**src/rtl/imem_loader_pkg.sv**
```systemverilog
// Shared types for the boot-time instruction-memory loader: loader state
// encodings, the default halt word and the byte-lane merge helper.
package imem_loader_pkg;

  typedef logic [31:0] word_t;

  typedef enum logic [2:0] {
    LD_LOAD  = 3'd0,
    LD_WRITE = 3'd1,
    LD_CHECK = 3'd2,
    LD_RUN   = 3'd3,
    LD_ERROR = 3'd4
  } ld_state_e;

  localparam word_t HALT_WORD_DEF = 32'h0000_0000;

  // Little-endian placement: lane 0 lands in bits [7:0].
  function automatic word_t merge_byte(input word_t w, input logic [1:0] lane,
                                       input logic [7:0] b);
    word_t r;
    r = w;
    r[8*lane +: 8] = b;
    return r;
  endfunction

endpackage

```
**src/rtl/imem_loader_if.sv**
```systemverilog
// Byte-stream input and imem write-port bundle of the loader.
// slave = loader side, master = stream source / imem side.
interface imem_loader_if #(
  parameter int ADDR_W = 6
);
  import imem_loader_pkg::*;

  logic              rx_valid;
  logic [7:0]        rx_byte;
  logic              rx_ready;
  logic              imem_we;
  logic [ADDR_W-1:0] imem_addr;
  word_t             imem_wdata;

  modport master (
    output rx_valid, rx_byte,
    input  rx_ready, imem_we, imem_addr, imem_wdata
  );

  modport slave (
    input  rx_valid, rx_byte,
    output rx_ready, imem_we, imem_addr, imem_wdata
  );

endinterface

```
**src/rtl/imem_loader_assembler.sv**
```systemverilog
// imem_word_assembler: packs four accepted stream bytes into a 32-bit word
// and pulses word_valid for one cycle after the lane-3 byte.
module imem_word_assembler
  import imem_loader_pkg::*;
(
  input  logic       clk,
  input  logic       clear,
  input  logic       byte_fire,
  input  logic [7:0] byte_in,
  output logic       last_lane,
  output logic       word_valid,
  output word_t      word
);

  logic [1:0] lane_p0;
  logic       vld_p1;
  word_t      word_p1;

  // Stage p0 -> p1: lane bookkeeping and word merge
  always_ff @(posedge clk or posedge clear) begin
    if (clear) begin
      lane_p0 <= 2'd0;
      vld_p1  <= 1'b0;
    end else begin
      vld_p1 <= byte_fire && (lane_p0 == 2'd3);
      if (byte_fire) lane_p0 <= lane_p0 + 2'd1;
    end
  end

  // Every lane is overwritten before word_valid, so no clear is needed here.
  always_ff @(posedge clk) begin
    if (byte_fire) word_p1 <= merge_byte(word_p1, lane_p0, byte_in);
  end

  assign last_lane  = (lane_p0 == 2'd3);
  assign word_valid = vld_p1;
  assign word       = word_p1;

endmodule

```
**src/rtl/imem_loader.sv**
```systemverilog
// Boot loader: assembles a little-endian byte stream into words, writes them
// to imem from address 0 and releases the CPU after the halt word.
// Optional trailing XOR checksum byte: define IMEM_LOADER_CHECKSUM_EN.
module imem_loader
  import imem_loader_pkg::*;
#(
  parameter int    IMEM_DEPTH = 64,
  parameter int    ADDR_W     = 6,
  parameter word_t HALT_WORD  = HALT_WORD_DEF
) (
  input  logic            clk,
  input  logic            reset,
  imem_loader_if.slave    bus,
  output logic            cpu_reset,
  output logic            load_done,
  output logic            load_error,
  output logic [ADDR_W:0] word_count
);

  localparam logic [ADDR_W-1:0] LAST_ADDR = ADDR_W'(IMEM_DEPTH - 1);
  localparam logic [ADDR_W:0]   MAX_COUNT = (ADDR_W + 1)'(IMEM_DEPTH);

  ld_state_e         state_q, state_d;
  logic [ADDR_W-1:0] addr_q;
  logic [ADDR_W:0]   count_q;
  logic              load_fire;
  logic              last_lane;
  logic              word_valid;
  word_t             word;
  logic              is_halt;

  assign load_fire = bus.rx_valid && (state_q == LD_LOAD);
  assign is_halt   = (word == HALT_WORD);

  imem_word_assembler u_asm (
    .clk       (clk),
    .clear     (reset),
    .byte_fire (load_fire),
    .byte_in   (bus.rx_byte),
    .last_lane (last_lane),
    .word_valid(word_valid),
    .word      (word)
  );

`ifdef IMEM_LOADER_CHECKSUM_EN
  logic [7:0] csum_q;

  always_ff @(posedge clk or posedge reset) begin
    if (reset)          csum_q <= 8'h00;
    else if (load_fire) csum_q <= csum_q ^ bus.rx_byte;
  end
`endif

  always_ff @(posedge clk or posedge reset) begin
    if (reset) begin
      state_q <= LD_LOAD;
      addr_q  <= '0;
      count_q <= '0;
    end else begin
      state_q <= state_d;
      if (state_q == LD_WRITE) begin
        if (count_q != MAX_COUNT) count_q <= count_q + 1'b1;
        // Overflow keeps the address pinned; ERROR follows.
        if (!is_halt && addr_q != LAST_ADDR) addr_q <= addr_q + 1'b1;
      end
    end
  end

  always_comb begin
    state_d = state_q;
    case (state_q)
      LD_LOAD:  if (load_fire && last_lane) state_d = LD_WRITE;
      LD_WRITE: begin
        if (is_halt) begin
`ifdef IMEM_LOADER_CHECKSUM_EN
          state_d = LD_CHECK;
`else
          state_d = LD_RUN;
`endif
        end else if (addr_q == LAST_ADDR) begin
          state_d = LD_ERROR;
        end else begin
          state_d = LD_LOAD;
        end
      end
`ifdef IMEM_LOADER_CHECKSUM_EN
      LD_CHECK: if (bus.rx_valid) state_d = (bus.rx_byte == csum_q) ? LD_RUN : LD_ERROR;
`endif
      default:  state_d = state_q;
    endcase
  end

`ifdef IMEM_LOADER_CHECKSUM_EN
  assign bus.rx_ready = (state_q == LD_LOAD) || (state_q == LD_CHECK);
`else
  assign bus.rx_ready = (state_q == LD_LOAD);
`endif
  assign bus.imem_we    = (state_q == LD_WRITE) && word_valid;
  assign bus.imem_addr  = addr_q;
  assign bus.imem_wdata = (state_q == LD_WRITE) ? word : '0;

  assign cpu_reset  = reset || (state_q != LD_RUN);
  assign load_done  = (state_q == LD_RUN);
  assign load_error = (state_q == LD_ERROR);
  assign word_count = count_q;

endmodule

```
**src/flat_wrapper.sv**
```systemverilog
// flat-port wrapper written by rule: the top's interface ports become plain ports
module imem_loader_flat import imem_loader_pkg::*;
#(
  parameter int    IMEM_DEPTH = 64,
  parameter int    ADDR_W     = 6,
  parameter word_t HALT_WORD  = HALT_WORD_DEF
)
  (clk, reset, cpu_reset, load_done, load_error, word_count, bus_rx_valid, bus_rx_byte, bus_rx_ready, bus_imem_we, bus_imem_addr, bus_imem_wdata);
  imem_loader_if #(.ADDR_W(ADDR_W)) bus_i ();
  input  logic clk;
  input  logic reset;
  output logic cpu_reset;
  output logic load_done;
  output logic load_error;
  output logic [ADDR_W:0] word_count;
  input wire logic [$bits(bus_i.rx_valid)-1:0] bus_rx_valid;
  input wire logic [$bits(bus_i.rx_byte)-1:0] bus_rx_byte;
  output wire logic [$bits(bus_i.rx_ready)-1:0] bus_rx_ready;
  output wire logic [$bits(bus_i.imem_we)-1:0] bus_imem_we;
  output wire logic [$bits(bus_i.imem_addr)-1:0] bus_imem_addr;
  output wire logic [$bits(bus_i.imem_wdata)-1:0] bus_imem_wdata;
  assign bus_i.rx_valid = bus_rx_valid;
  assign bus_i.rx_byte = bus_rx_byte;
  assign bus_rx_ready = bus_i.rx_ready;
  assign bus_imem_we = bus_i.imem_we;
  assign bus_imem_addr = bus_i.imem_addr;
  assign bus_imem_wdata = bus_i.imem_wdata;
  imem_loader #(.IMEM_DEPTH(IMEM_DEPTH), .ADDR_W(ADDR_W), .HALT_WORD(HALT_WORD)) u_core (.clk(clk), .reset(reset), .bus(bus_i), .cpu_reset(cpu_reset), .load_done(load_done), .load_error(load_error), .word_count(word_count));
endmodule
```
**config.mk**
```make
export PLATFORM = sky130hd
export DESIGN_NAME = imem_loader_flat
export DESIGN_NICKNAME = d
export VERILOG_FILES = /design/src/rtl/imem_loader_pkg.sv /design/src/rtl/imem_loader_if.sv /design/src/rtl/imem_loader_assembler.sv /design/src/rtl/imem_loader.sv /design/src/flat_wrapper.sv
export SDC_FILE = /design/constraint.sdc
export NUM_CORES = 1
export LEC_CHECK = 0
export ABC_AREA = 1
export CORE_MARGIN = 10
export CORE_UTILIZATION = 54
export CTS_BUF_LIST = sky130_fd_sc_hd__clkbuf_8 sky130_fd_sc_hd__clkbuf_16
export DETAILED_ROUTE_END_ITERATION = 7
export PLACE_DENSITY = 0.85
export SETUP_SLACK_MARGIN = 0.4
export SLEW_MARGIN = 20
export SYNTH_ARGS = -nofsm -noshare
export SYNTH_HDL_FRONTEND = slang
export SYNTH_SLANG_ARGS = --single-unit
```
**constraint.sdc**
```tcl
create_clock -name clk -period 2.6 [get_ports clk]
set_input_delay 0.52 -clock clk [delete_from_list [all_inputs] [get_ports clk]]
set_output_delay 0.52 -clock clk [all_outputs]
set_load 0.01 [all_outputs]
```
==> reports/metrics.yaml, run 1 <==
routing:
  average_vias_per_placed_instance: 4.88
  detail-route-antenna-nets: 0
  drc: 0
  via_count: 2191
  finalWirelength_mm: 6.37
  drt-wirelength-per-cell_um: 14.2
  detailedRoute.firstPassIterationCount: 4
  first_iter_violations: 199
worst_hold_path:
  min_path_cells: 2
  hold_start: "u_core.bus.imem_addr[1]$_DFFE_PP0P_"
  hold_path_class: "reg2reg"
  worst_hold_path_endpoint: "u_core.bus.imem_addr[1]$_DFFE_PP0P_"
grt:
  grt_max_degree: 20
  wire_length_of_the_first_global_routing_pass_mm: 10.6
  antenna_found_initial: 0
  global_route.overflow_total: 0
  grt_usage: 0.159
  grt_pass1_vias: 2238
layout:
  diodes: 0
  final_util: 0.730
  drive_above_1_share: 0.0733
  area_growth_syn_to_layout_pct: 31.3
  finalNetCount: 400
floorplan:
  die-height_um: 89.7
  initial_utilization: 0.556
  floorplan.die.width_um: 89.7
  fp.dieArea_mm2: 0.00805
  io_pins: 61
  core_area_mm2: 0.00472
  rows: 25
critical_path:
  crit_path_start_kind: "register"
  critical_path_arrival_ps: 1600
  crit-reg2reg-capture: "u_core.u_asm.word[22]$_DFFE_PP_"
  timing.setup.critical_path_class: "reg2out"
  critical_path.slowest_cell: "sky130_fd_sc_hd__dfrtp_2"
  depth_of_the_worst_register_to_register_path: 6
  end_kind: "primary output"
  ff2ff_setup_slack_ps: 730
  worst_path_largest_cell_delay_ps: 450
  cp_data_required_time_ps: 2080
  timing.critical_path.fanout_max: 17
  reg_to_reg_startpoint: "u_core.u_asm.lane_p0[0]$_DFFE_PP0P_"
  cells_traversed_along_the_worst_timing_path: "nor3_4 > buf_4 > inv_4 > nor2_1 > clkdlybuf4s15_1"
timing:
  final_min_period_over_clock_period: 0.817
  final-hold-violation-count: 0
  timing.max_slew.rel_slack: 0.783
  timing_worst_slew_pin_value_ps: 325
  final.setup_skew_ps: 7.31
  timing.hold.ws_ps: 552
  setup-tns-final_ps: 0
  maxClockFrequency_mhz: 471
  final-setup-viol-count: 0
  report.final.slew_viol_count: 0
  grt_setup_unrepaired: "no"
  period_minus_slack_ps: 2120
  final_critical_path_setup_slack_ps: 475
pwr:
  irDropWorstVdd_mv: 0.631
  cell_internal_power_mw: 1.92
  power.share.sequential: 0.399
  static-leakage-power_nw: 1.86
  clock_network_fraction_of_total_power: 0.130
  power_per_cell_area_mw_per_mm2: 935
  combPwrFrac: 0.471
  switching_share: 0.406
  power_switching_mw: 1.31
clock_tree:
  insertion_delay_ps: 310
  hold_buffers: 0
  clock_tree.root_cell: "sky130_fd_sc_hd__clkbuf_8"
  clkTransAtPathRegs_ps: 80
  numCtsBuffers: 5
  cts_tree: "done"
  cts_sinks: 51
  htree_num_levels: 2
  clock_path_buffers: 2
place:
  number_of_port_buffers: 60
  hpwlAfterDp_mm: 4.80
  gp_congestion: 0.841
  post-place-ws_ps: 439
synthesis:
  synth_largest_type_area_fraction: 0.366
  synth.avg_cell_area_um2: 8.52
  yosys.cell_types.count: 23
  netlist_area_mm2: 0.00263
  synthArstFlopShare: 0.373
  primary_ff_master_synth: "sky130_fd_sc_hd__edfxtp_1"
  share_of_the_yosys_chip_area_belonging_to_registers: 0.547
  synth.ff_latch_count: 51
  syn-num-nets: 327
  post-synth-top-area-cell: "sky130_fd_sc_hd__edfxtp_1"
  synthTopCellsByArea: "sky130_fd_sc_hd__edfxtp_1 37%, sky130_fd_sc_hd__dfrtp_1 18%, sky130_fd_sc_hd__nor2_1 12%, sky130_fd_sc_hd__inv_1 8.4%, sky130_fd_sc_hd__nand2_1 8.2%"
  synth_edf_count: 32
  synth.yosys.warnings: 0
  postSynthCellCount: 308
job:
  cap_violations: 0
outcome:
  result_of_the_run: "completed"
[registers in the layout, summed over array words and instances (netlist names)]
register,cells
u_core.u_asm.word,32
u_core.word_count,7
u_core.bus.imem_addr,6
u_core.state_q,3
u_core.u_asm.lane_p0,2
u_core.u_asm.word_valid,1
[cell type report]
class	instances	area (um^2)
inverters	62	248
fillers	326	1280
clock inverters	3	11.3
clock buffers	5	68.8
repair buffers	69	663
flip-flops and latches	51	1440
repair inverters	1	6.26
well taps	67	83.8
multi-input cells	191	927
[per-stage QoR]
| stage | cells | total power, mW | area, um^2 |
|---|---|---|---|
| 6_report | 449 | 3.22 | 3450 |
| 5_1_grt | 449 | 3.47 | 3450 |
| 4_1_cts | 449 | 3.24 | 3420 |
| 3_5_place_dp | 437 | 2.83 | 3320 |
| 3_3_place_gp | 437 | 2.76 | 3320 |
| 2_1_floorplan | 308 | 2.17 | 2630 |
[critical path, delay by kind of cell, from the launching register on]
| kind | cells | cell delay [ps] |
|---|---|---|
| simple gates | 2 | 330 |
| buf+inv | 3 | 520 |
| flops | 1 | 450 |
[placed cells by master, fill, tap and decap left out, types with 2 or more instances in the layout]
cell type and n:
sky130_fd_sc_hd__clkdlybuf4s50_1 24, sky130_fd_sc_hd__buf_4 9, sky130_fd_sc_hd__dlymetal6s2s_1 10, sky130_fd_sc_hd__nand2_1 57, sky130_fd_sc_hd__dlygate4sd2_1 24, sky130_fd_sc_hd__dfrtp_1 17
sky130_fd_sc_hd__nor3_2 2, sky130_fd_sc_hd__nor3_1 3, sky130_fd_sc_hd__nand4_1 8, sky130_fd_sc_hd__dfrtp_2 2, sky130_fd_sc_hd__clkbuf_8 5, sky130_fd_sc_hd__inv_1 62
sky130_fd_sc_hd__ha_1 8, sky130_fd_sc_hd__xor2_1 8, sky130_fd_sc_hd__edfxtp_1 32, sky130_fd_sc_hd__o21ai_0 5, sky130_fd_sc_hd__nor2_1 85, sky130_fd_sc_hd__nand3_1 7
sky130_fd_sc_hd__clkdlybuf4s15_1 2
[what timing repair did]
item | 4_1_cts | 5_1_grt
setup buffers | 3 | 0
endpoints found under the setup margin | 36 | 13
pin swaps | 0 | 0
cloned | 1 | 0
hold endpoints to repair | 0 | 0
gates resized for setup | 32 | 13
[cells by family (layout without fill, tap and decap cells)]
kind of cell | Yosys count | in the layout | share of synthesized area
compound gates | 6 | 6 | 0.0124
fa+ha+maj | 8 | 8 | 0.0381
simple gates | 167 | 167 | 0.263
xor+xnor | 10 | 10 | 0.0362
flops | 51 | 51 | 0.547
buf+inv | 66 | 140 | 0.103
[power groups by stage]
stage | registers [mW] | clock network (mW) | logic, mW
after floorplan | 1.28 | 0 | 0.892
after global placement | 1.28 | 0 | 1.48
after detailed placement | 1.29 | 0 | 1.54
after CTS | 1.28 | 0.427 | 1.54
after global routing | 1.31 | 0.466 | 1.69
final | 1.29 | 0.421 | 1.52
[how the worst max path moves through the flow]
stage,startpoint,endpoint,slack [ps],cells past startpoint
2_1_floorplan,u_core.state_q[2]$_DFFE_PP0P_,u_core.u_asm.word[24]$_DFFE_PP_,740,3
3_3_place_gp,reset,cpu_reset,480,4
3_5_place_dp,u_core.state_q[2]$_DFFE_PP0P_,bus_imem_wdata[16],440,4
4_1_cts,u_core.state_q[1]$_DFFE_PP0P_,bus_imem_wdata[10],230,4
5_1_grt,u_core.state_q[2]$_DFFE_PP0P_,bus_imem_wdata[31],400,5
6_report,u_core.state_q[1]$_DFFE_PP0P_,bus_imem_wdata[16],480,5
[cell usage after synthesis (3+ instances only)]
library cell,n
sky130_fd_sc_hd__nor2_1,85
sky130_fd_sc_hd__ha_1,8
sky130_fd_sc_hd__buf_6,3
sky130_fd_sc_hd__edfxtp_1,32
sky130_fd_sc_hd__nand4_1,8
sky130_fd_sc_hd__nor3_1,5
sky130_fd_sc_hd__inv_1,59
sky130_fd_sc_hd__o21ai_0,5
sky130_fd_sc_hd__nand2_1,57
sky130_fd_sc_hd__xor2_1,8
sky130_fd_sc_hd__dfrtp_1,19
sky130_fd_sc_hd__nand3_1,7
[routing by layer]
metal  vias to the layer above  share of wire  track usage
met5                         -              0            0
met4                         0          0.018       0.0553
met3                        11          0.094       0.0549
met2                        80           0.52        0.288
met1                      1017           0.37        0.167
li1                       1083              -            -
No activity file was read; power rests on OpenSTA's default activity.
==> run 2, diff against run 1 <==
--- a/config.mk
+++ b/config.mk
@@ -7,10 +7,10 @@
 export LEC_CHECK = 0
 export ABC_AREA = 1
 export CORE_MARGIN = 10
-export CORE_UTILIZATION = 54
+export CORE_UTILIZATION = 45
 export CTS_BUF_LIST = sky130_fd_sc_hd__clkbuf_8 sky130_fd_sc_hd__clkbuf_16
 export DETAILED_ROUTE_END_ITERATION = 7
-export PLACE_DENSITY = 0.85
+export PLACE_DENSITY = 0.76
 export SETUP_SLACK_MARGIN = 0.4
 export SLEW_MARGIN = 20
 export SYNTH_ARGS = -nofsm -noshare
==> constraint.sdc (replaced) <==
create_clock -name clk -period 1.75 [get_ports clk]
set_input_delay 0.35 -clock clk [delete_from_list [all_inputs] [get_ports clk]]
set_output_delay 0.35 -clock clk [all_outputs]
set_load 0.01 [all_outputs]
==> run 2 against run 1 <==
The run now ends with negative setup slack left. Worst setup slack got worse by 570 ps. Register-to-register slack got worse by 600 ps. Largest cell class unchanged. Power rose by 84%.
==> reports/metrics.yaml, run 2 (same netlist as run 1, synthesis figures left out) <==
grt:
  wire_length_of_the_first_global_routing_pass_mm: 11.0  # +3.5%
  global_route.overflow_total: 0  # unchanged
  grt_max_degree: 26  # +30%
  grt_usage: 0.152  # -0.00687
  antenna_found_initial: 0  # unchanged
  grt_pass1_vias: 2229  # -0.40%
pwr:
  power.share.sequential: 0.312  # -0.087
  post-layout-total-power_mw: 5.93  # +84%
  power_per_cell_area_mw_per_mm2: 1490  # +59%
  clock_network_fraction_of_total_power: 0.108  # -0.022
  static-leakage-power_nw: 1.90  # +2.0%
  combPwrFrac: 0.580  # +0.109
  cell_internal_power_mw: 3.39  # +77%
  switching_share: 0.428  # +0.0223
  power_switching_mw: 2.54  # +94%
  irDropWorstVdd_mv: 1.33  # +110%
layout:
  num-fill-cells: 415  # +27%
  multi_input_comb_area_mm2: 0.00130  # +40%
  finish.cell_count_without_fillers: 485  # +8.0%
  layout_common_cells: "45 x sky130_fd_sc_hd__nand2_1, 39 x sky130_fd_sc_hd__inv_1, 36 x sky130_fd_sc_hd__nor2_1"
  largest_register_ff_count: 32  # unchanged
  area_growth_syn_to_layout_pct: 51.3
  final_util: 0.713  # -0.0171
  finalNetCount: 431  # +7.8%
  diodes: 0  # unchanged
  layout.area.seq_mm2: 0.00144  # +0.17%
  drive_above_1_share: 0.475  # +0.401
  layout.cells.most_common: "sky130_fd_sc_hd__nand2_1"
floorplan:
  floorplan.die.width_um: 96.4  # +7.4%
  die-height_um: 96.4  # +7.4%
  fp.dieArea_mm2: 0.00929  # +15%
  initial_utilization: 0.471  # -0.0848
  io_pins: 61  # unchanged
  core_area_mm2: 0.00557  # +18%
  rows: 27  # +8.0%
timing:
  period_minus_slack_ps: 1850
  maxClockFrequency_mhz: 541
  final_critical_path_setup_slack_ps: -97.6  # -573 ps
  final-hold-violation-count: 0  # unchanged
  timing_worst_slew_pin_value_ps: 271  # -53.7 ps
  report.final.slew_viol_count: 0  # unchanged
  final.setup_skew_ps: 5.79  # -1.52 ps
  final-setup-viol-count: 33  # +33
  final_min_period_over_clock_period: 1.06
  grt_setup_unrepaired: "yes"
  timing.max_slew.rel_slack: 0.819  # +0.0359
place:
  hpwlAfterDp_mm: 4.91  # +2.2%
  post-place-ws_ps: -122  # -561 ps
  gp_congestion: 0.866  # +3.0%
  number_of_port_buffers: 60  # unchanged
  dpl_cells: 446  # +2.1%
clock_tree:
  insertion_delay_ps: 300  # about the same
  cts_tree: "done"
  clkTransAtPathRegs_ps: 90  # about the same
  hold_buffers: 0  # unchanged
  clock_tree.root_cell: "sky130_fd_sc_hd__clkbuf_8"
  cts_sinks: 51  # unchanged
  htree_num_levels: 2  # unchanged
  numCtsBuffers: 5  # unchanged
  clock_path_buffers: 2  # unchanged
worst_hold_path:
  hold_path_class: "in2async"
routing:
  first_iter_violations: 196  # -1.5%
  drt-wirelength-per-cell_um: 15.3  # +7.8%
  detailedRoute.firstPassIterationCount: 4  # unchanged
  average_vias_per_placed_instance: 4.82  # -1.2%
  via_count: 2338  # +6.7%
  drc: 0  # unchanged
  finalWirelength_mm: 7.42  # +16%
  detail-route-antenna-nets: 0  # unchanged
critical_path:
  cp_data_required_time_ps: 1400  # -680 ps
  timing.setup.critical_path_class: "reg2out"
  critical_path_arrival_ps: 1500  # -100 ps
  end_kind: "primary output"
  crit_path_start_kind: "register"
  timing.critical_path.fanout_max: 7  # -10
job:
  cap_violations: 0  # unchanged
outcome:
  result_of_the_run: "finished, violations left"
  failing_checks: "negative setup slack"
[run 2: path summary, 6_finish.rpt]
check	slack, ps	cells after the start	startpoint	endpoint
worst max-delay path	-100	6	u_core.state_q[2]$_DFFE_PP0P_	bus_imem_wdata[30]
worst min-delay path	400	3	reset	u_core.word_count[2]$_DFFE_PP0P_
worst max register to register	130	5	u_core.state_q[2]$_DFFE_PP0P_	u_core.u_asm.word[22]$_DFFE_PP_
worst min register to register	590	2	u_core.word_count[1]$_DFFE_PP0P_	u_core.word_count[1]$_DFFE_PP0P_
max in group asynchronous	1130	3	reset	u_core.word_count[3]$_DFFE_PP0P_
min in group clk	590	2	u_core.word_count[1]$_DFFE_PP0P_	u_core.word_count[1]$_DFFE_PP0P_
[run 2: timing repair]
item / 4_1_cts / 5_1_grt
setup endpoints to repair: 113 / 112
buffers inserted: 19 / 10
gates cloned: 2 / 0
hold endpoints to repair: 0 / 0
pin swaps: 13 / 31
resized for setup: 210 / 78
[run 2: worst max-delay path: stages (launching register included)]
cell and delay [ps]:
sky130_fd_sc_hd__dfrtp_1 430, sky130_fd_sc_hd__nor3_4 230, sky130_fd_sc_hd__inv_2 90, sky130_fd_sc_hd__buf_6 120
sky130_fd_sc_hd__buf_12 140, sky130_fd_sc_hd__nor2_2 60, sky130_fd_sc_hd__buf_2 130
[run 2: layout make-up]
type / count / share of cell area
clock buffer: 5 / 0.0173
tap: 72 / 0.0227
sequential: 51 / 0.363
multi-input combinational: 193 / 0.328
inverter: 62 / 0.0636
clock inverter: 3 / 0.00283
timing repair buffer: 99 / 0.203
[run 2: metal layers]
| layer | routed length (um) | global-route usage | vias to the layer above |
|---|---|---|---|
| li1 | - | - | 1151 |
| met1 | 2850 | 0.177 | 1120 |
| met3 | 356 | 0.0308 | 14 |
| met4 | 168 | 0.0666 | 0 |
| met2 | 4050 | 0.266 | 53 |
| met5 | 0 | 0 | - |
[run 2: per-stage QoR]
step                setup TNS [ps]  instance area, um^2  hold slack (ps)
floorplan                        0                 2780              310
global placement             -1850                 3510              511
detailed placement           -3130                 3510              521
CTS                          -1040                 3710              399
global route                 -3950                 3970              435
finish                       -2030                 3970              396
[run 2: power by group through the flow]
stage,registers [mW],logic (mW),clock network [mW]
floorplan,1.90,1.62,0
global placement,1.90,2.59,0
detailed placement,1.91,2.67,0
CTS,1.83,2.96,0.643
global route,1.87,3.73,0.695
finish,1.85,3.44,0.642
==> run 3, diff against run 2 <==
--- a/config.mk
+++ b/config.mk
@@ -10,9 +10,10 @@
 export CORE_UTILIZATION = 45
 export CTS_BUF_LIST = sky130_fd_sc_hd__clkbuf_8 sky130_fd_sc_hd__clkbuf_16
 export DETAILED_ROUTE_END_ITERATION = 7
-export PLACE_DENSITY = 0.76
+export PLACE_DENSITY = 0.8
 export SETUP_SLACK_MARGIN = 0.4
 export SLEW_MARGIN = 20
 export SYNTH_ARGS = -nofsm -noshare
 export SYNTH_HDL_FRONTEND = slang
+export SYNTH_HIERARCHICAL = 1
 export SYNTH_SLANG_ARGS = --single-unit
==> constraint.sdc (replaced) <==
create_clock -name clk -period 1.75 [get_ports clk]
set_input_delay 0.35 -clock clk [delete_from_list [all_inputs] [get_ports clk]]
set_output_delay 0.35 -clock clk [all_outputs]
set_load 0.1 [all_outputs]
==> run 3 against run 2 <==
The flow still finishes with violations (negative setup slack). Clock power grew 8.6%. Critical path type unchanged. Combinational power grew 91%. Wire length grew 40%. Sequential share of layout area is 6.9 points lower. Cell count is 2.1% higher. Via count grew 15%. Power is 57% higher. Hold slack worse by 120 ps.
==> reports/metrics.yaml, run 3 <==
critical_path:
  ff2ff_setup_slack_ps: -40  # -170 ps
  cells_traversed_along_the_worst_timing_path: "nor3_4 > inv_4 > buf_12 > nor2_4 > buf_12"
  end_kind: "primary output"
  worst_path_largest_cell_delay_ps: 440  # about the same
  timing.critical_path.mode_cell: "sky130_fd_sc_hd__buf_12"
  reg_to_reg_startpoint: "u_core/state_q[2]$_DFFE_PP0P_"
  timing.critical_path.fanout_max: 13  # +6
  timing.setup.critical_path_class: "reg2out"
  critical_path_arrival_ps: 1630  # +130 ps
  critical_path.slowest_cell: "sky130_fd_sc_hd__dfrtp_1"
  depth_of_the_worst_register_to_register_path: 7  # +2
  crit_path_start_kind: "register"
  cp_data_required_time_ps: 1400  # about the same
  crit-reg2reg-capture: "u_core/u_asm/word[3]$_DFFE_PP_"
timing:
  final-setup-viol-count: 69  # +110%
  grt_setup_unrepaired: "yes"
  final.setup_skew_ps: 18.2  # +12.4 ps
  report.final.slew_viol_count: 0  # unchanged
  period_minus_slack_ps: 1980  # +133 ps
  timing_worst_slew_pin_value_ps: 330  # +58.8 ps
  maxClockFrequency_mhz: 505  # -6.7%
  timing.max_slew.rel_slack: 0.779  # -0.0403
  final_critical_path_setup_slack_ps: -230  # -133 ps
  final-hold-violation-count: 0  # unchanged
  final_min_period_over_clock_period: 1.13  # +0.0757
layout:
  drive_above_1_share: 0.548  # +0.0730
  num-fill-cells: 228  # -45%
  diodes: 0  # unchanged
  layout.cells.most_common: "sky130_fd_sc_hd__buf_12"
  largest_register_ff_count: 32  # unchanged
  finish.cell_count_without_fillers: 495  # +2.1%
  area_growth_syn_to_layout_pct: 87.4
  layout_common_cells: "53 x sky130_fd_sc_hd__buf_12, 40 x sky130_fd_sc_hd__nand2_1, 39 x sky130_fd_sc_hd__nor2_1"
  finalNetCount: 439  # +1.9%
floorplan:
  io_pins: 61  # unchanged
  core_area_mm2: 0.00585  # +5.0%
  rows: 28  # +3.7%
  fp.dieArea_mm2: 0.00943  # +1.5%
  floorplan.die.width_um: 97.1  # +0.75%
  die-height_um: 97.1  # +0.75%
  initial_utilization: 0.457  # -0.0137
clock_tree:
  numCtsBuffers: 5  # unchanged
  cts_tree: "done"
  insertion_delay_ps: 320  # +20 ps
  clock_path_buffers: 2  # unchanged
  cts_sinks: 51  # unchanged
  htree_num_levels: 2  # unchanged
  clkTransAtPathRegs_ps: 110  # +20 ps
  clock_tree.root_cell: "sky130_fd_sc_hd__clkbuf_8"
routing:
  first_iter_violations: 323  # +65%
  drc: 0  # unchanged
  via_count: 2696  # +15%
  detailedRoute.firstPassIterationCount: 5  # +1
  detail-route-antenna-nets: 0  # unchanged
  average_vias_per_placed_instance: 5.45  # +13%
  drt-wirelength-per-cell_um: 21.1  # +38%
  finalWirelength_mm: 10.4  # +40%
grt:
  wire_length_of_the_first_global_routing_pass_mm: 13.2  # +20%
  grt_max_degree: 17  # -35%
  grt_pass1_vias: 2504  # +12%
  global_route.overflow_total: 0  # unchanged
  grt_usage: 0.168  # +0.0160
  antenna_found_initial: 0  # unchanged
outcome:
  failing_checks: "negative setup slack"
  result_of_the_run: "finished, violations left"
pwr:
  combPwrFrac: 0.708  # +0.128
  irDropWorstVdd_mv: 2.08  # +56%
  power_per_cell_area_mw_per_mm2: 1850  # +24%
  power_switching_mw: 4.96  # +96%
  switching_share: 0.535  # +0.107
  clock_network_fraction_of_total_power: 0.075  # -0.033
  power.share.sequential: 0.217  # -0.095
  post-layout-total-power_mw: 9.28  # +57%
  static-leakage-power_nw: 2.10  # +11%
  cell_internal_power_mw: 4.32  # +27%
synthesis:
  postSynthCellCount: 320  # +3.9%
  yosys.cell_types.count: 24  # +4.3%
  synthTopCellsByArea: "sky130_fd_sc_hd__edfxtp_1 36%, sky130_fd_sc_hd__dfrtp_1 18%, sky130_fd_sc_hd__nor2_1 11%, sky130_fd_sc_hd__nand2_1 8.7%, sky130_fd_sc_hd__inv_1 7.2%"
  synth_largest_type_area_fraction: 0.359  # -0.00685
  netlist_area_mm2: 0.00268  # +1.9%
  synthArstFlopShare: 0.373  # unchanged
  primary_ff_master_synth: "sky130_fd_sc_hd__edfxtp_1"
  share_of_the_yosys_chip_area_belonging_to_registers: 0.537  # -0.0102
  synth_most_common_cell: "sky130_fd_sc_hd__nor2_1"
  synth_commonest_cells: "81 x sky130_fd_sc_hd__nor2_1, 62 x sky130_fd_sc_hd__nand2_1, 51 x sky130_fd_sc_hd__inv_1, 32 x sky130_fd_sc_hd__edfxtp_1, 19 x sky130_fd_sc_hd__dfrtp_1"
  syn-num-nets: 340  # +4.0%
  synth.ff_latch_count: 51  # unchanged
  synth_edf_count: 32  # unchanged
  synth.yosys.warnings: 6  # +6
  post-synth-top-area-cell: "sky130_fd_sc_hd__edfxtp_1"
  synth.avg_cell_area_um2: 8.36  # -1.9%
place:
  number_of_port_buffers: 60  # unchanged
  gp_congestion: 0.891  # +2.8%
  dpl_cells: 453  # +1.6%
  hpwlAfterDp_mm: 5.43  # +10%
worst_hold_path:
  hold_path_class: "in2async"
job:
  cap_violations: 0  # unchanged
==> run 3: cell types whose count changed after synthesis, sizes merged, moves of 2 or more <==
cell,previous run,this run
nand3,7,18
inv,61,55
buf,3,8
nand2,59,63
nand4,8,11
nor2,86,83
xnor2,2,5
xor2,8,5
nor3,6,4
o21ai,5,3
==> run 3: per-stage QoR <==
step	util	setup WS (ps)	area, um^2	setup TNS [ps]	hold slack (ps)
floorplan	-	-390	3120	-20720	104
global placement	0.734	140	4290	0	509
detailed placement	0.734	107	4290	0	516
CTS	0.792	-165	4630	-4720	246
global route	0.857	-288	5010	-10850	281
finish	0.857	-230	5010	-7720	273
==> run 3: worst max-delay path by stage <==
stage | slack, ps | cells after the start | from | endpoint
4_1_cts | -170 | 5 | u_core/state_q[2]$_DFFE_PP0P_ | bus_imem_wdata[10]
2_1_floorplan | -390 | 5 | u_core/state_q[1]$_DFFE_PP0P_ | u_core/u_asm/word[0]$_DFFE_PP_
3_5_place_dp | 110 | 5 | u_core/state_q[1]$_DFFE_PP0P_ | bus_imem_wdata[10]
5_1_grt | -290 | 5 | u_core/state_q[2]$_DFFE_PP0P_ | bus_imem_wdata[21]
6_report | -230 | 5 | u_core/state_q[2]$_DFFE_PP0P_ | bus_imem_wdata[21]
3_3_place_gp | 140 | 5 | u_core/state_q[1]$_DFFE_PP0P_ | bus_imem_wdata[10]
==> run 3: kinds of logic (layout without fill, tap and decap cells) <==
| kind of cell | after synthesis | after routing | synth area share |
|---|---|---|---|
| xor gates and xnor gates | 10 | 10 | 0.0327 |
| and+or+nand+nor | 181 | 182 | 0.283 |
| buffers and inverters | 64 | 163 | 0.0945 |
| DFF | 51 | 51 | 0.537 |
| AOI/OAI and AO/OA | 5 | 5 | 0.0103 |
| adders and majority gates | 9 | 9 | 0.0421 |
==> run 3: area by class of cell <==
class	instances	area, um^2	share of cell area
Clock buffer	5	68.8	0.0137
Multi-Input combinational cell	206	1590	0.316
Inverter	55	244	0.0487
Clock inverter	3	20.0	0.00399
Timing Repair Buffer	99	1520	0.304
Tap cell	75	93.8	0.0187
Sequential cell	51	1470	0.294
Timing Repair inverter	1	6.26	0.00125
==> run 3: repair_timing <==
item	in CTS	in global routing
pin swaps	11	32
resized for setup	36	66
buffers inserted	14	16
gates cloned	2	2
hold buffers	0	0
endpoints found under the setup margin	123	123
==> run 3: worst max-delay path: cells and delay by family (launching register included) <==
family        cells  cell delay [ps]
simple gates      2              390
flops             1              440
buf+inv           3              460
==> run 3: per-layer routing <==
metal / wire length [um] / GRT usage / share of wire / vias to the layer above
li1: - / - / - / 1199
met2: 5680 / 0.304 / 0.55 / 163
met1: 3700 / 0.186 / 0.36 / 1297
met3: 662 / 0.0434 / 0.064 / 37
met4: 374 / 0.0556 / 0.036 / 0
met5: 0 / 0 / 0 / -
==> run 3: power groups by stage <==
stage,clock (mW),combinational [mW],sequential [mW]
2_1_floorplan,0,2.96,2.68
3_3_place_gp,0,5.14,2.00
3_5_place_dp,0,5.26,2.01
4_1_cts,0.678,5.66,1.96
5_1_grt,0.746,6.78,2.04
6_report,0.697,6.57,2.01
==> RTL edit 1, RTL diff (settings of run 3) <==
`ADDR_W` is set to 6 in 3 places; all go to 7.
--- a/src/rtl/imem_loader_if.sv
+++ b/src/rtl/imem_loader_if.sv
@@ -2,5 +2,5 @@
 // slave = loader side, master = stream source / imem side.
 interface imem_loader_if #(
-  parameter int ADDR_W = 6
+  parameter int ADDR_W = 7
 );
   import imem_loader_pkg::*;
--- a/src/rtl/imem_loader.sv
+++ b/src/rtl/imem_loader.sv
@@ -6,5 +6,5 @@
 #(
   parameter int    IMEM_DEPTH = 64,
-  parameter int    ADDR_W     = 6,
+  parameter int    ADDR_W     = 7,
   parameter word_t HALT_WORD  = HALT_WORD_DEF
 ) (
--- a/src/flat_wrapper.sv
+++ b/src/flat_wrapper.sv
@@ -3,5 +3,5 @@
 #(
   parameter int    IMEM_DEPTH = 64,
-  parameter int    ADDR_W     = 6,
+  parameter int    ADDR_W     = 7,
   parameter word_t HALT_WORD  = HALT_WORD_DEF
 )
Interface: changed (resized bus_imem_addr and word_count); port bits go from 61 to 63. The function was not compared with the original's and may differ.
==> RTL edit 1 against run 3 <==
  * The flow still finishes with violations (setup timing)
  * Non-clock buffer count decreased by 4
  * Area after synthesis increased by 6.1%
  * Wire length decreased by 0.93%
  * Setup slack improved by 4.5 ps
  * Core utilization decreased by 0.27 points
  * Largest cell class unchanged
  * Total power decreased by 2.9%
  * Sequential share of layout area increased by 0.16 points
  * Clock skew decreased by 10 ps
  * Highest routed layer unchanged
  * Register-to-register slack got worse by 100 ps
  * Sequential cell count increased by 2
  * Design area increased by 2.7%
==> RTL edit 1: results (changes against run 3) <==
metric,value,unit,change
critPathLaunch,u_core/state_q[0]$_DFFE_PP0P_,,
met3_length,797,um,+20%
switching_share,0.538,,+0.00302
drt-initial-drc-count,344,,+6.5%
wl_met2,5420,um,-4.7%
ys_types,28,,+17%
p_per_area,1750,nW/um^2,-5.5%
syn_inst,343,,+7.2%
use_met3,0.0360,,-0.00740
violations,setup timing,,
reg2reg_slack,-140,ps,-100 ps
met1_usage,0.175,,-0.0116
cts_resized,39,,+8.3%
drive_gt1_frac,0.568,,+0.0209
reg2reg_to,u_core/u_asm/word[15]$_DFFE_PP_,,
power_frac_seq,0.225,,+0.008
drt_wl_total,10300,um,-0.93%
grt_usage,0.163,,-0.00513
vdd_drop_max,1.54,mV,-26%
setup_violations,72,,+4.3%
tns,-11860,ps,-4140 ps
grt_max_degree,19,,+2
antenna_found_initial,0,,unchanged
yosys-top-cells-area,"edfxtp_1, dfrtp_1, nor2_1",,
clock_latency,300,ps,-20 ps
grt_pass1_wl,13300,um,+0.62%
yosysSeqAreaShare,0.524,,-0.0131
max_stage_delay,390,ps,-50 ps
yosys-top-cells-count,"nor2_1, nand2_1, inv_1, edfxtp_1, dfrtp_1",,
syn_nets,363,,+6.8%
crit_slowest_cell,dfrtp_1,,
port_buffers,62,,+3.3%
dp.cells,478,,+5.5%
crit-reg2reg-launch,u_core/state_q[1]$_DFFE_PP0P_,,
place_area,4520,um^2,+5.2%
fin_ws,-226,ps,+4.45 ps
power_leakage,2.13,nW,+1.2%
met2_usage,0.302,,-0.00241
ff2ff_path_depth,8,,+1
fin_skew,8.00,ps,-10.2 ps
clock_power,0.666,mW,-4.4%
viasPerCell,5.54,,+1.8%
instances_no_fill,513,,+3.6%
crit_fanout,16,,+3
nets,457,,+4.1%
cts_setup_buffers,10,,-4
async_flop_share,0.396,,+0.0237
grt_pass1_vias,2594,,+3.6%
post-place-ws,93.1,ps,-14.2 ps
status,"complete, but fails checks",,
worst_pin_slew,298,ps,-31.5 ps
nFillCells,260,,+14%
gp_congestion,0.882,,-0.98%
## RTL edit 1: area by class of cell
cell class                      instances  area, um^2  share of cell area
Inverter                               63         292              0.0566
Clock inverter                          3        13.8             0.00267
Clock buffer                            5        68.8              0.0134
Sequential cell                        53        1520               0.295
Timing Repair Buffer                   95        1460               0.283
Multi-Input combinational cell        219        1700               0.331
Tap cell                               75        93.8              0.0182
## RTL edit 1: cells by family (layout without fill, tap and decap cells)
group / count (synthesis) / count (layout) / synth area share
buf+inv: 72 / 166 / 0.101
compound gates: 11 / 11 / 0.0260
fa+ha+maj: 9 / 9 / 0.0397
xor+xnor: 11 / 11 / 0.0339
simple gates: 187 / 188 / 0.276
flops: 53 / 53 / 0.524
## RTL edit 1: stage by stage
step	utilization	power (mW)	hold slack, ps
4_1_cts	0.794	8.15	245
3_5_place_dp	0.750	7.22	520
3_3_place_gp	0.750	7.08	506
6_report	0.854	9.00	249
2_1_floorplan	-	5.63	104
5_1_grt	0.854	9.32	257
==> RTL edit 2, RTL diff (settings of run 3) <==
Made on the original files. Encoding of `ld_state_e`: now one-hot (5 bits for 5 states).
--- a/src/rtl/imem_loader_pkg.sv
+++ b/src/rtl/imem_loader_pkg.sv
@@ -5,10 +5,10 @@
   typedef logic [31:0] word_t;
 
-  typedef enum logic [2:0] {
-    LD_LOAD  = 3'd0,
-    LD_WRITE = 3'd1,
-    LD_CHECK = 3'd2,
-    LD_RUN   = 3'd3,
-    LD_ERROR = 3'd4
+  typedef enum logic [4:0] {
+    LD_LOAD  = 5'b00001,
+    LD_WRITE = 5'b00010,
+    LD_CHECK = 5'b00100,
+    LD_RUN   = 5'b01000,
+    LD_ERROR = 5'b10000
   } ld_state_e;
 
Function: same outputs for any inputs over 10 cycles, from zero or initial values and one cycle with reset high; not proved beyond that.
==> RTL edit 2 against run 3 <==
  * The flow still finishes with violations (setup timing)
  * Wire length about the same
  * Sequential cell count increased by 1
  * Setup slack improved by 39 ps
  * Maximum frequency increased by 2.0%
  * Count of clock-buffer cells in the layout unchanged
  * Design area increased by 1.7%
  * Sequential share of layout area increased by 0.075 points
  * Via count increased by 4.9%
  * Die area increased by 2.8%
  * Register-to-register slack improved by 70 ps
  * Area after synthesis increased by 3.5%
  * Critical path type unchanged
Power is left out: it rests on default switching activity, and per cell area and clock period it moved more than threefold.
==> RTL edit 2: results (changes against run 3) <==
metric,value,unit,change
status,"complete, but fails checks",,
violations,setup timing,,
antenna_found_initial,0,,unchanged
largest_reg_flops,32,,unchanged
clock_latency,320,ps,about the same
place_area,4410,um^2,+2.7%
antennaDiodeCount,0,,unchanged
grt_usage,0.181,,+0.0124
fin_skew,11.9,ps,-6.32 ps
yosys_warnings,6,,unchanged
ys_types,27,,+13%
arrival,1590,ps,-40 ps
yosysSeqAreaShare,0.528,,-0.00871
synthMuxAreaShare,0,,unchanged
setup_violations,37,,-46%
grt_pass1_vias,2716,,+8.5%
wire_per_inst,20.5,um,-2.8%
yosys-top-cells-count,"nor2_1, nand2_1, inv_1, edfxtp_1, nand3_1",,
tritoncts.num_buffers,5,,unchanged
slew_headroom,0.792,,+0.0135
nets,453,,+3.2%
fin_ws,-191,ps,+38.7 ps
grt_pass1_wl,14300,um,+8.9%
timing.max_cap.violations,0,,unchanged
yosys-top-cells-area,"edfxtp_1, dfrtp_1, nor2_1",,
synth_compound_area_frac,0.00904,,-0.00125
synth_fa_ha_area_frac,0.0407,,-0.00143
htree_levels,2,,unchanged
cts_buffer_depth,2,,unchanged
gp_congestion,0.851,,-4.5%
via_count,2829,,+4.9%
async_flop_share,0.385,,+0.0121
synthFlopType,edfxtp_1,,
holdWs,240,ps,-33.5 ps
crit_fanout,17,,+4
drt-initial-drc-count,252,,-22%
dr.pass1.iters,5,,unchanged
reg2reg_slack,30,ps,+70 ps
grt_max_degree,18,,+1
synth_xor_area_frac,0.0253,,-0.00744
final_common_cell,buf_12,,
yosys_register_bits,52,,+2.0%
dp_hpwl,5460,um,+0.62%
syn_nets,354,,+4.1%
port_buffers,60,,unchanged
drive_gt1_frac,0.569,,+0.0215
[RTL edit 2: repair_timing]
action / in CTS / in global routing
hold endpoints to repair: 0 / 0
hold buffers: 0 / 0
setup endpoints to repair: 128 / 127
buffers inserted: 26 / 8
pin swaps: 18 / 23
resized for setup: 44 / 53
gates cloned: 1 / 0
[RTL edit 2: final cells by class]
class	instances	area, um^2
fill	238	858
inverter	60	259
timing repair buffer	101	1520
clock buffer	5	68.8
multi-input combinational	213	1610
sequential	52	1500
clock inverter	3	42.5
tap	75	93.8
[RTL edit 2: final timing paths]
check / startpoint / to / depth (start not counted)
hold reg to reg: u_core/word_count[6]$_DFFE_PP0P_ / u_core/word_count[6]$_DFFE_PP0P_ / 1
setup reg to reg: u_core/state_q[0]$_DFFE_PP1P_ / u_core/u_asm/word[7]$_DFFE_PP_ / 8
max in group asynchronous: reset / u_core/state_q[0]$_DFFE_PP1P_ / 3
min in group clk: u_core/word_count[6]$_DFFE_PP0P_ / u_core/word_count[6]$_DFFE_PP0P_ / 1
setup / recovery: u_core/state_q[0]$_DFFE_PP1P_ / bus_imem_wdata[26] / 5
hold / removal: reset / u_core/u_asm/lane_p0[0]$_DFFE_PP0P_ / 2
[RTL edit 2: worst max-delay path: stages, from the launching register on]
cell     delay (ps)
dfstp_2         590
inv_2            70
nand3_4         120
buf_12          240
nor2_4           70
buf_12          170
[RTL edit 2: metrics by stage]
step / utilization / setup TNS [ps] / cells / worst slack, ps
final: 0.856 / -5300 / 509 / -191
after global routing: 0.856 / -7810 / 509 / -239
after CTS: 0.821 / -2750 / 501 / -106
after detailed placement: 0.740 / 0 / 466 / 76.9
after global placement: 0.740 / 0 / 466 / 160
after floorplan: - / -1600 / 334 / -380
[RTL edit 2: cells by family after synthesis]
kind of cell	Yosys count
AO/OA/AOI/OAI	5
XOR/XNOR	8
buffers and inverters	70
adder cells (fa/ha/maj)	9
AND/OR/NAND/NOR	190
flip-flops	52
[RTL edit 2: routing by layer]
layer	vias to the layer above	track usage	part of all wire
met4	0	0.0695	0.046
met2	187	0.335	0.52
met5	-	0	0
met1	1361	0.192	0.36
met3	51	0.0433	0.075
li1	1230	-	-
